## src/rtl/uart_tx_frame_if.sv

```systemverilog
// Parallel-to-serial handshake between the upstream FIFO/controller and the UART transmitter.
// The master drives the word and request strobe; the slave returns the serial line and BUSY.
interface uart_tx_frame_if #(
  parameter int DATA_WIDTH = 8
);

  logic [DATA_WIDTH-1:0] p_data;
  logic                  data_valid;
  logic                  par_en;
  logic                  par_typ;
  logic                  tx_out;
  logic                  busy;

  modport master (
    output p_data,
    output data_valid,
    output par_en,
    output par_typ,
    input  tx_out,
    input  busy
  );

  modport slave (
    input  p_data,
    input  data_valid,
    input  par_en,
    input  par_typ,
    output tx_out,
    output busy
  );

endinterface

```

## src/rtl/uart_tx_frame.sv

```systemverilog
// UART transmitter clocked at the baud rate: start bit, LSB-first data, optional parity, stop bit.
// TX_OUT and BUSY come straight from flops, so every line bit lasts exactly one clock period.
module uart_tx_frame #(
  parameter int DATA_WIDTH = 8
) (
  input  logic           clk,
  input  logic           rst,
  uart_tx_frame_if.slave bus
);

  localparam int CNT_W = $clog2(DATA_WIDTH);

  localparam logic [2:0] IDLE   = 3'd0;
  localparam logic [2:0] START  = 3'd1;
  localparam logic [2:0] DATA   = 3'd2;
  localparam logic [2:0] PARITY = 3'd3;
  localparam logic [2:0] STOP   = 3'd4;

  localparam logic [CNT_W-1:0] LAST_BIT = CNT_W'(DATA_WIDTH - 1);

  logic [2:0]            state;
  logic [2:0]            state_n;
  logic [CNT_W-1:0]      cnt;
  logic [CNT_W-1:0]      cnt_n;
  logic [DATA_WIDTH-1:0] data_q;
  logic                  par_en_q;
  logic                  par_typ_q;
  logic                  par_bit_q;
  logic                  tx_n;
  logic                  accept;

  // A request is only taken from IDLE, which is exactly when BUSY is low.
  assign accept = (state == IDLE) && bus.data_valid;

  always_comb begin
    state_n = state;
    cnt_n   = cnt;
    case (state)
      IDLE: begin
        if (bus.data_valid) begin
          state_n = START;
        end
      end
      START: begin
        cnt_n   = '0;
        state_n = DATA;
      end
      DATA: begin
        cnt_n = cnt + 1'b1;
        if (cnt == LAST_BIT) begin
          state_n = par_en_q ? PARITY : STOP;
        end
      end
      PARITY: begin
        state_n = STOP;
      end
      STOP: begin
        state_n = IDLE;
      end
      default: begin
        state_n = IDLE;
        cnt_n   = '0;
      end
    endcase
  end

  // The line value is decoded from the next state so it lands on the same edge as the state.
  always_comb begin
    tx_n = 1'b1;
    case (state_n)
      IDLE:    tx_n = 1'b1;
      START:   tx_n = 1'b0;
      DATA:    tx_n = data_q[cnt_n];
      PARITY:  tx_n = par_bit_q;
      STOP:    tx_n = 1'b1;
      default: tx_n = 1'b1;
    endcase
  end

  always_ff @(posedge clk or posedge rst) begin
    if (rst) begin
      state      <= IDLE;
      cnt        <= '0;
      data_q     <= '0;
      par_en_q   <= 1'b0;
      par_typ_q  <= 1'b0;
      par_bit_q  <= 1'b0;
      bus.tx_out <= 1'b1;
      bus.busy   <= 1'b0;
    end else begin
      state      <= state_n;
      cnt        <= cnt_n;
      bus.tx_out <= tx_n;
      bus.busy   <= (state_n != IDLE);
      if (accept) begin
        data_q    <= bus.p_data;
        par_en_q  <= bus.par_en;
        par_typ_q <= bus.par_typ;
        par_bit_q <= (^bus.p_data) ^ bus.par_typ;
      end
    end
  end

endmodule

```

## src/flat_wrapper.sv

```systemverilog
// flat-port wrapper written by rule: the top's interface ports become plain ports
module uart_tx_frame_flat 
#(
  parameter int DATA_WIDTH = 8
)
  (clk, rst, bus_p_data, bus_data_valid, bus_par_en, bus_par_typ, bus_tx_out, bus_busy);
  uart_tx_frame_if #(.DATA_WIDTH(DATA_WIDTH)) bus_i ();
  input  logic clk;
  input  logic rst;
  input wire logic [$bits(bus_i.p_data)-1:0] bus_p_data;
  input wire logic [$bits(bus_i.data_valid)-1:0] bus_data_valid;
  input wire logic [$bits(bus_i.par_en)-1:0] bus_par_en;
  input wire logic [$bits(bus_i.par_typ)-1:0] bus_par_typ;
  output wire logic [$bits(bus_i.tx_out)-1:0] bus_tx_out;
  output wire logic [$bits(bus_i.busy)-1:0] bus_busy;
  assign bus_i.p_data = bus_p_data;
  assign bus_i.data_valid = bus_data_valid;
  assign bus_i.par_en = bus_par_en;
  assign bus_i.par_typ = bus_par_typ;
  assign bus_tx_out = bus_i.tx_out;
  assign bus_busy = bus_i.busy;
  uart_tx_frame #(.DATA_WIDTH(DATA_WIDTH)) u_core (.clk(clk), .rst(rst), .bus(bus_i));
endmodule
```

## config.mk

```make
export PLATFORM = sky130hd
export DESIGN_NAME = uart_tx_frame_flat
export DESIGN_NICKNAME = d
export VERILOG_FILES = /design/src/rtl/uart_tx_frame_if.sv /design/src/rtl/uart_tx_frame.sv /design/src/flat_wrapper.sv
export SDC_FILE = /design/constraint.sdc
export NUM_CORES = 1
export LEC_CHECK = 0
export CORE_MARGIN = 2
export CORE_UTILIZATION = 48
export DETAILED_ROUTE_END_ITERATION = 6
export PLACE_DENSITY = 0.74
export SLEW_MARGIN = 0
export SYNTH_ARGS = -nofsm -noshare
export SYNTH_HDL_FRONTEND = slang
export SYNTH_SLANG_ARGS = --single-unit
```

## constraint.sdc

```tcl
create_clock -name clk -period 1.6 [get_ports clk]
set_input_delay 0.4 -clock clk [delete_from_list [all_inputs] [get_ports clk]]
set_output_delay 0.4 -clock clk [all_outputs]
set_load 0.1 [all_outputs]
```

# [After elaboration in Yosys (flattened, before gate mapping)]
# Cells that the tools add are included.
# Widths: inputs -> output; s select.
[totals] reg_bits=18 output_inout_bits=2 in_bits=13
[classes] eq_ne=8 reduce_logical=5 order_cmp=1 add_sub_neg=1 bitwise=1 muxes=8
[ops] cell="$eq 3x2->1 const B" n=4
[ops] cell="$pmux 3 s4" n=1
[ops] cell="$mux 3" n=3
[ops] cell="$reduce_xor 8->1" n=1
[ops] cell="$eq 3x1->1 const B" n=2
[ops] cell="$eq 3x3->1 const B" n=2
[ops] cell="$pmux 3 s2" n=1
[ops] cell="$lt 3x4->1 const B" n=1
[ops] cell="$add 3x1->3 const B" n=1
[ops] cell="$bmux 1 s3" n=1
[ops] cell="$logic_not 3->1" n=1
[ops] cell="$pmux 1 s3" n=1
[ops] cell="$reduce_bool 3->1" n=1
[ops] cell="$reduce_or 3->1" n=1
[ops] cell="$logic_and 1x1->1" n=1
[ops] cell="$mux 1" n=1
[ops] cell="$xor 1x1->1" n=1

# [Logic depth before layout (Yosys ltp)]
# Gate-level depths: netlist (run 1).
[depth] ltp_word=6 depth_mapped=7

# [Worst setup path after synthesis (run 1)]
# Ideal clock, no wire load.
[synth_timing] path_kind="register to register" startpoint="register u_core.cnt[0]" endpoint="register u_core.bus.tx_out" setup_ns=0.079 path_stages_with_launch=7 slack_ns=0.012 n_path_buf=0 t_arrival_ns=1.509 synth_period_minus_slack_ns=1.588 path_cell_list="dfrtp_1 -> ha_1 -> ha_1 -> nand4b_1 -> a21oi_1 -> o31ai_1 -> o211a_1"
[synth_between] elab_chain_cells=5 elab_cells_between_ends=11
[synth_rtl] item="from (decl)" line="uart_tx_frame.sv:23" source="logic [CNT_W-1:0] cnt;"
[synth_rtl] item="from (signal assigned)" line="uart_tx_frame.sv:92" source="cnt <= cnt_n;"
[synth_rtl] item="$add 3x1->3 / $eq 3x3->1 (equally long branches)" line="uart_tx_frame.sv:49, uart_tx_frame.sv:50"
[synth_rtl] item="$pmux 3 s2 / $mux 3 (equally long branches)" line="uart_tx_frame.sv:38, uart_tx_frame.sv:50"
[synth_rtl] item="$bmux 1 s3 / $pmux 3 s4 (equally long branches)" line="uart_tx_frame.sv:73, uart_tx_frame.sv:38"
[synth_rtl] item="$mux 1 (implied by the code), or another cell as far along" line="uart_tx_frame.sv:73" source="DATA: tx_n = data_q[cnt_n];"
[synth_rtl] item="$pmux 1 s3 (*)" line="uart_tx_frame.sv:70" source="case (state_n)"
[synth_rtl] item="named net u_core.tx_n" line="uart_tx_frame.sv:29" source="logic tx_n;"
[synth_rtl] item="to (signal assigned)" line="uart_tx_frame.sv:93" source="bus.tx_out <= tx_n;"
[synth_rtl] item="to (decl)" line="uart_tx_frame_if.sv:28" source="output tx_out,"
# The timed path passes the listed nets; every way through them passes the cells marked *. The select of a mux whose other input is x is not followed.
# A chain may end at the register's enable or synchronous reset.

# [Worst setup path in the final report (run 1)]
# Ends and elaborated chain as after synthesis.

==> results of run 1 <==
-- worst min-delay path by stage --
| stage | endpoint | slack, ns |
|---|---|---|
| finish | u_core.bus.busy | 0.41 |
| CTS | u_core.bus.busy | 0.41 |
| global route | u_core.par_en_q | 0.40 |
| global placement | u_core.cnt[2] | 0.50 |
| floorplan | u_core.bus.busy | 0.34 |
| detailed placement | u_core.cnt[2] | 0.51 |
-- final cells by class --
class	instances	area, µm²	area share (%)
Sequential cell	18	454	32.4
Inverter	9	33.8	2.41
Tap cell	28	35.0	2.50
Clock buffer	4	36.3	2.59
Multi-Input combinational cell	70	596	42.5
Timing Repair Buffer	25	246	17.6
-- power by group --
| part | internal, µW | switching, µW | leakage (µW) |
|---|---|---|---|
| logic | 784 | 838 | 0.000343 |
| clock network | 139 | 146 | 0.0000210 |
| registers | 679 | 234 | 0.000217 |
| total | 1600 | 1220 | 0.000581 |
-- cell usage in the layout (no fill, tap or decap), types with 2 or more instances in the layout --
cell type,Yosys,layout
a211oi_1,2,2
o31ai_1,2,2
a21oi_1,5,3
nand2b_4,1,2
mux2_1,5,5
clkbuf_4,0,3
a21oi_2,0,2
inv_1,8,7
dfrtp_2,0,2
inv_2,1,2
xnor2_1,7,7
buf_12,0,2
nor2_1,2,2
mux2i_1,3,3
dfrtp_1,17,15
nand2_1,5,5
o21ai_0,2,2
buf_4,0,10
o21ai_1,4,4
nand2b_1,3,2
nor3_1,2,2
clkdlybuf4s50_1,0,12
-- stage by stage --
stage / worst slack [ns] / setup TNS [ns] / total power [µW]
5_1_grt: -0.0590 / -0.0590 / 3020
6_report: 0.0277 / 0 / 2820
4_1_cts: -0.00819 / -0.00934 / 2710
3_5_place_dp: -0.229 / -1.89 / 2400
3_3_place_gp: -0.145 / -1.35 / 2340
2_1_floorplan: 0.0125 / 0 / 1990
-- critical path: cells and delay by family (launching register included) --
kind	cells	cell delay [ns]
buf+inv	1	0.15
flops	1	0.41
xor+xnor	1	0.20
compound gates	4	0.75
-- registers in the layout (all words and copies together) (netlist names) --
| signal | flops |
|---|---|
| u_core.par_en_q | 1 |
| u_core.state | 3 |
| u_core.bus.tx_out | 1 |
| u_core.data_q | 8 |
| u_core.bus.busy | 1 |
| u_core.par_bit_q | 1 |
| u_core.cnt | 3 |
-- timing repair --
action	4_1_cts	5_1_grt
setup endpoints to repair	9	8
pin swaps	1	8
resized for setup	4	10
-- routing by layer --
metal	global-route usage [%]	vias to the layer above	routed length, µm
met4	10.5	0	50
met3	2.87	6	56
met2	31.6	15	1230
li1	-	411	-
met1	27.2	430	1080
met5	0	-	0
-- cell families (layout without fill, tap and decap cells) --
family / Yosys count / count (layout) / share of synthesized area, %
compound gates: 28 / 28 / 18.9
buf+inv: 15 / 38 / 9.32
flops: 18 / 18 / 41.0
simple gates: 22 / 22 / 11.8
fa+ha+maj: 3 / 3 / 3.30
xor+xnor: 9 / 9 / 7.84
mux: 8 / 8 / 7.84
==> run summary, run 1 <==
GRT Total Usage -> 20.3%
Setup Skew -> 0.00213 ns
Kind of end point of the critical path -> flip-flop
Clk sinks -> 18
Final Max Slew Viols -> 0
Fin util -> 64.0%
Die area -> 2690 µm²
CP Class -> flip-flop to flip-flop
Top post-synthesis cells by count -> dfrtp_1, inv_1, xnor2_1
Synth warn -> 0
Die height -> 51.9 µm
Crit share post-route -> 98.3%
Final-layout fill cell count -> 174
Slew @ Worst Pin -> 0.371 ns
Worst hold slack -> 0.406 ns
Vias per inst -> 5.60
Final instance area -> 1400 µm²
Synth Instances -> 103
Wire per inst -> 15.7 µm
RSZ-0062 raised after global routing -> yes
Number of port buffers -> 14
Netlist cell types -> 45
Gr ovfl total -> 0
Syn Nets -> 118
Worst-Skew Late Latency -> 0.29 ns
H-tree depth -> 1
Antenna viol nets, final -> 0
Synth area leader -> dfrtp_1
Setup crit start kind -> flip-flop
Reg-to-Reg Start -> u_core.cnt[0]
Post-synthesis async set-or-reset flop share -> 100%
Area grow syn2layout -> 27.3%
Critical Path AT -> 1.82 ns
FMAX -> 636 MHz
Layout Nets -> 142
Pwr/cell area -> 2010 nW/µm²
Post-DP HPWL -> 1.78 mm
CP Launch Point -> u_core.cnt[0]
Clk buf depth -> 2
CTS tree -> yes
Number of DRC violations after detailed-routing iteration 0 -> 22
Syn Area/Cell -> 10.7 µm²
Max incr delay on CP -> 0.41 ns
Run status -> finished, final reports clean
Tmin final -> 1.57 ns
Worst Path Required -> 1.84 ns
Root Driver -> clkbuf_4
N_diodes -> 0
Worst-path clk slew -> 0.11 ns
Initial Util -> 50.3%
RR Endpoint -> u_core.bus.tx_out
Number of flops mapped to enable cells by yosys -> 0
Drt first pass iters -> 4
Placed cells -> 150
Max rail drop VDD -> 1090 µV
Vias -> 862
Slew margin rel. -> 75.1%
Initial antenna violation count -> 0
Vias in the first global route -> 855
MaxCap Viol Count -> 0
FF-to-FF path depth -> 6
First-pass GRT wire length -> 3.98 mm
Post-DP Area -> 1310 µm²
CTS Buf Count -> 3
Leak -> 0.000581 µW
Largest fanout on the critical path -> 6
Mapped Area -> 1100 µm²
HP Class -> input pin to async pin
I/O pins -> 15
Final non-filler cell total -> 154
Seq/Total Area, Yosys -> 41.0%
Crit path cell chain -> buf_6 -> xor2_4 -> o221a_2 -> a211o_1 -> o211ai_2 -> o211a_1
WL final -> 2.42 mm
Setup violators final -> 0
Global placement routability congestion -> 0.845
CORE AREA -> 2190 µm²
Most common cell in the synthesized netlist -> dfrtp_1
Drt drc -> 0
Area contributors post-synth -> dfrtp_1, xnor2_1, mux2_1, buf_6, mux2i_1
Top-area cell type share of the netlist area -> 38.6%
End of the critical path -> u_core.bus.tx_out
Synthesized flop and latch total -> 18
Most used DFF post-synth -> dfrtp_1
Die Span X -> 51.9 µm
# hold bufs at CTS -> 0
Fin. Hold Viols -> 0
Reg2Reg Setup Slack -> 0.03 ns
Pin count of the biggest net entering global routing -> 19
Core Rows -> 17
Ratio of cells with drive above 1 in the final layout -> 29.4%
Post-CTS Setup Bufs -> 0
CP max stage cell -> dfrtp_1
Note: power is estimated with default switching activity, not from simulation.
==> run 2: changes to the inputs <==
--- a/config.mk
+++ b/config.mk
@@ -7,6 +7,7 @@
 export LEC_CHECK = 0
 export CORE_MARGIN = 2
 export CORE_UTILIZATION = 48
+export CTS_BUF_LIST = sky130_fd_sc_hd__clkbuf_16
 export DETAILED_ROUTE_END_ITERATION = 6
 export PLACE_DENSITY = 0.74
 export SLEW_MARGIN = 0
==> run summary, run 2 (same netlist as run 1, synthesis figures left out) <==
Run status -> finished, final reports clean (unchanged)
Final instance area -> 1440 µm² (was 1400 µm²)
Worst Path Required -> 1.80 ns (was 1.84 ns)
Antenna viol nets, final -> 0 (unchanged)
Layout Nets -> 142 (unchanged)
Global placement routability congestion -> 0.845 (unchanged)
Largest Register -> u_core.data_q (unchanged)
Tmin final -> 1.55 ns (was 1.57 ns)
Ratio of cells with drive above 1 in the final layout -> 28.6% (was 29.4%)
N_diodes -> 0 (unchanged)
Leak -> 0.000599 µW (was 0.000581 µW)
Die area -> 2690 µm² (unchanged)
Root Driver -> clkbuf_16 (was clkbuf_4)
Die height -> 51.9 µm (unchanged)
Slew margin rel. -> 75.1% (about the same)
Initial Util -> 50.3% (unchanged)
Setup violators final -> 0 (unchanged)
Worst-path clk slew -> 0.05 ns (was 0.11 ns)
Pin count of the biggest net entering global routing -> 19 (unchanged)
CTS tree -> yes (unchanged)
Fin. Hold Viols -> 0 (unchanged)
Number of DRC violations after detailed-routing iteration 0 -> 18 (was 22)
FMAX -> 644 MHz (was 636 MHz)
Vias -> 858 (was 862)
CORE AREA -> 2190 µm² (unchanged)
Total power -> 3040 µW (was 2820 µW)
Fin util -> 65.9% (was 64.0%)
Drt drc -> 0 (unchanged)
Setup crit start kind -> flip-flop (unchanged)
Final Max Slew Viols -> 0 (unchanged)
# hold bufs at CTS -> 0 (unchanged)
Max FFs per register -> 8 (unchanged)
MaxCap Viol Count -> 0 (unchanged)
Pwr/cell area -> 2110 nW/µm² (was 2010 nW/µm²)
CTS Buf Count -> 3 (unchanged)
Drt first pass iters -> 4 (unchanged)
Crit share post-route -> 97.1% (was 98.3%)
Largest fanout on the critical path -> 6 (unchanged)
Number of port buffers -> 14 (unchanged)
Most common cell after layout, fill and taps aside -> dfrtp_1 (unchanged)
Slew @ Worst Pin -> 0.372 ns (was 0.371 ns)
Die Span X -> 51.9 µm (unchanged)
I/O pins -> 15 (unchanged)
Kind of end point of the critical path -> flip-flop (unchanged)
Setup Skew -> 0.00150 ns (was 0.00213 ns)
GRT Total Usage -> 21.2% (was 20.3%)
First-pass GRT wire length -> 4.08 mm (was 3.98 mm)
CP Class -> flip-flop to flip-flop (unchanged)
Post-DP Area -> 1310 µm² (unchanged)
Max rail drop VDD -> 1170 µV (was 1090 µV)
Core Rows -> 17 (unchanged)
Post-DP HPWL -> 1.78 mm (unchanged)
H-tree depth -> 1 (unchanged)
Clk sinks -> 18 (unchanged)
Vias per inst -> 5.57 (was 5.60)
Gr ovfl total -> 0 (unchanged)
Initial antenna violation count -> 0 (unchanged)
WL final -> 2.46 mm (was 2.42 mm)
Top Registers -> u_core.data_q (8), u_core.cnt (3), u_core.state (3) (unchanged)
Area grow syn2layout -> 31.1% (was 27.3%)
Most frequent cells in the layout -> dfrtp_1, clkdlybuf4s50_1, buf_4, inv_1, xnor2_1 (unchanged)
Wire per inst -> 16.0 µm (was 15.7 µm)
RSZ-0062 raised after global routing -> yes (unchanged)
Vias in the first global route -> 848 (was 855)
HP Class -> input pin to async pin (unchanged)
Clk buf depth -> 2 (unchanged)
Worst-Skew Late Latency -> 0.25 ns (was 0.29 ns)
Critical Path AT -> 1.75 ns (was 1.82 ns)
[run 2: cell types whose count changed in the layout (fill, tap and decap cells not counted)]
cell	delta
clkbuf_4	-3
clkbuf_16	+3
clkbuf_8	-1
clkinv_1	+1
[run 2: per-layer routing]
| metal | wire [µm] | GRT usage (%) | share of wire, % |
|---|---|---|---|
| met1 | 1090 | 28.0 | 44 |
| met2 | 1260 | 33.5 | 51 |
| met3 | 64 | 3.45 | 2.6 |
| met4 | 47 | 10.5 | 1.9 |
| met5 | 0 | 0 | 0 |
[run 2: layout make-up]
| type | instances | area, µm² |
|---|---|---|
| fillers | 172 | 747 |
| inverters | 9 | 33.8 |
| repair buffers | 25 | 246 |
| multi-input cells | 70 | 596 |
| clock inverters | 1 | 3.75 |
| well taps | 28 | 35.0 |
| flip-flops and latches | 18 | 454 |
| clock buffers | 3 | 75.1 |
[run 2: per-stage QoR]
stage	instances	hold WS (ns)	TNS (ns)	worst slack, ns
3_5_place_dp	150	0.513	-1.89	-0.229
3_3_place_gp	150	0.501	-1.35	-0.145
4_1_cts	154	0.473	-0.00933	-0.00933
5_1_grt	154	0.476	-0.0326	-0.0326
6_report	154	0.464	0	0.0461
2_1_floorplan	103	0.338	0	0.0125
[run 2: worst paths after layout]
kind	slack, ns	cells past startpoint	from	to
worst max-delay path	0.05	6	u_core.cnt[0]	u_core.bus.tx_out
min in group clk	0.52	1	u_core.data_q[0]	u_core.data_q[0]
worst min register to register	0.52	1	u_core.data_q[0]	u_core.data_q[0]
max in group asynchronous	0.88	3	rst	u_core.bus.tx_out
worst min-delay path	0.46	3	rst	u_core.data_q[6]
worst max register to register	0.05	6	u_core.cnt[0]	u_core.bus.tx_out
[run 2: critical path: stages, from the launching register on]
cell      delay [ns]
dfrtp_1         0.40
buf_6           0.15
xor2_4          0.20
o221a_2         0.24
a211o_1         0.29
o211ai_2        0.06
o211a_1         0.16
[run 2: timing repair]
action	4_1_cts	5_1_grt
pin swaps	1	8
setup endpoints to repair	7	6
resized for setup	4	10
setup buffers	0	0
[run 2: where the power goes]
part,leakage (µW),internal (µW),switching (µW)
Sequential,0.000217,682,230
Combinational,0.000343,784,841
Clock,0.0000385,332,171
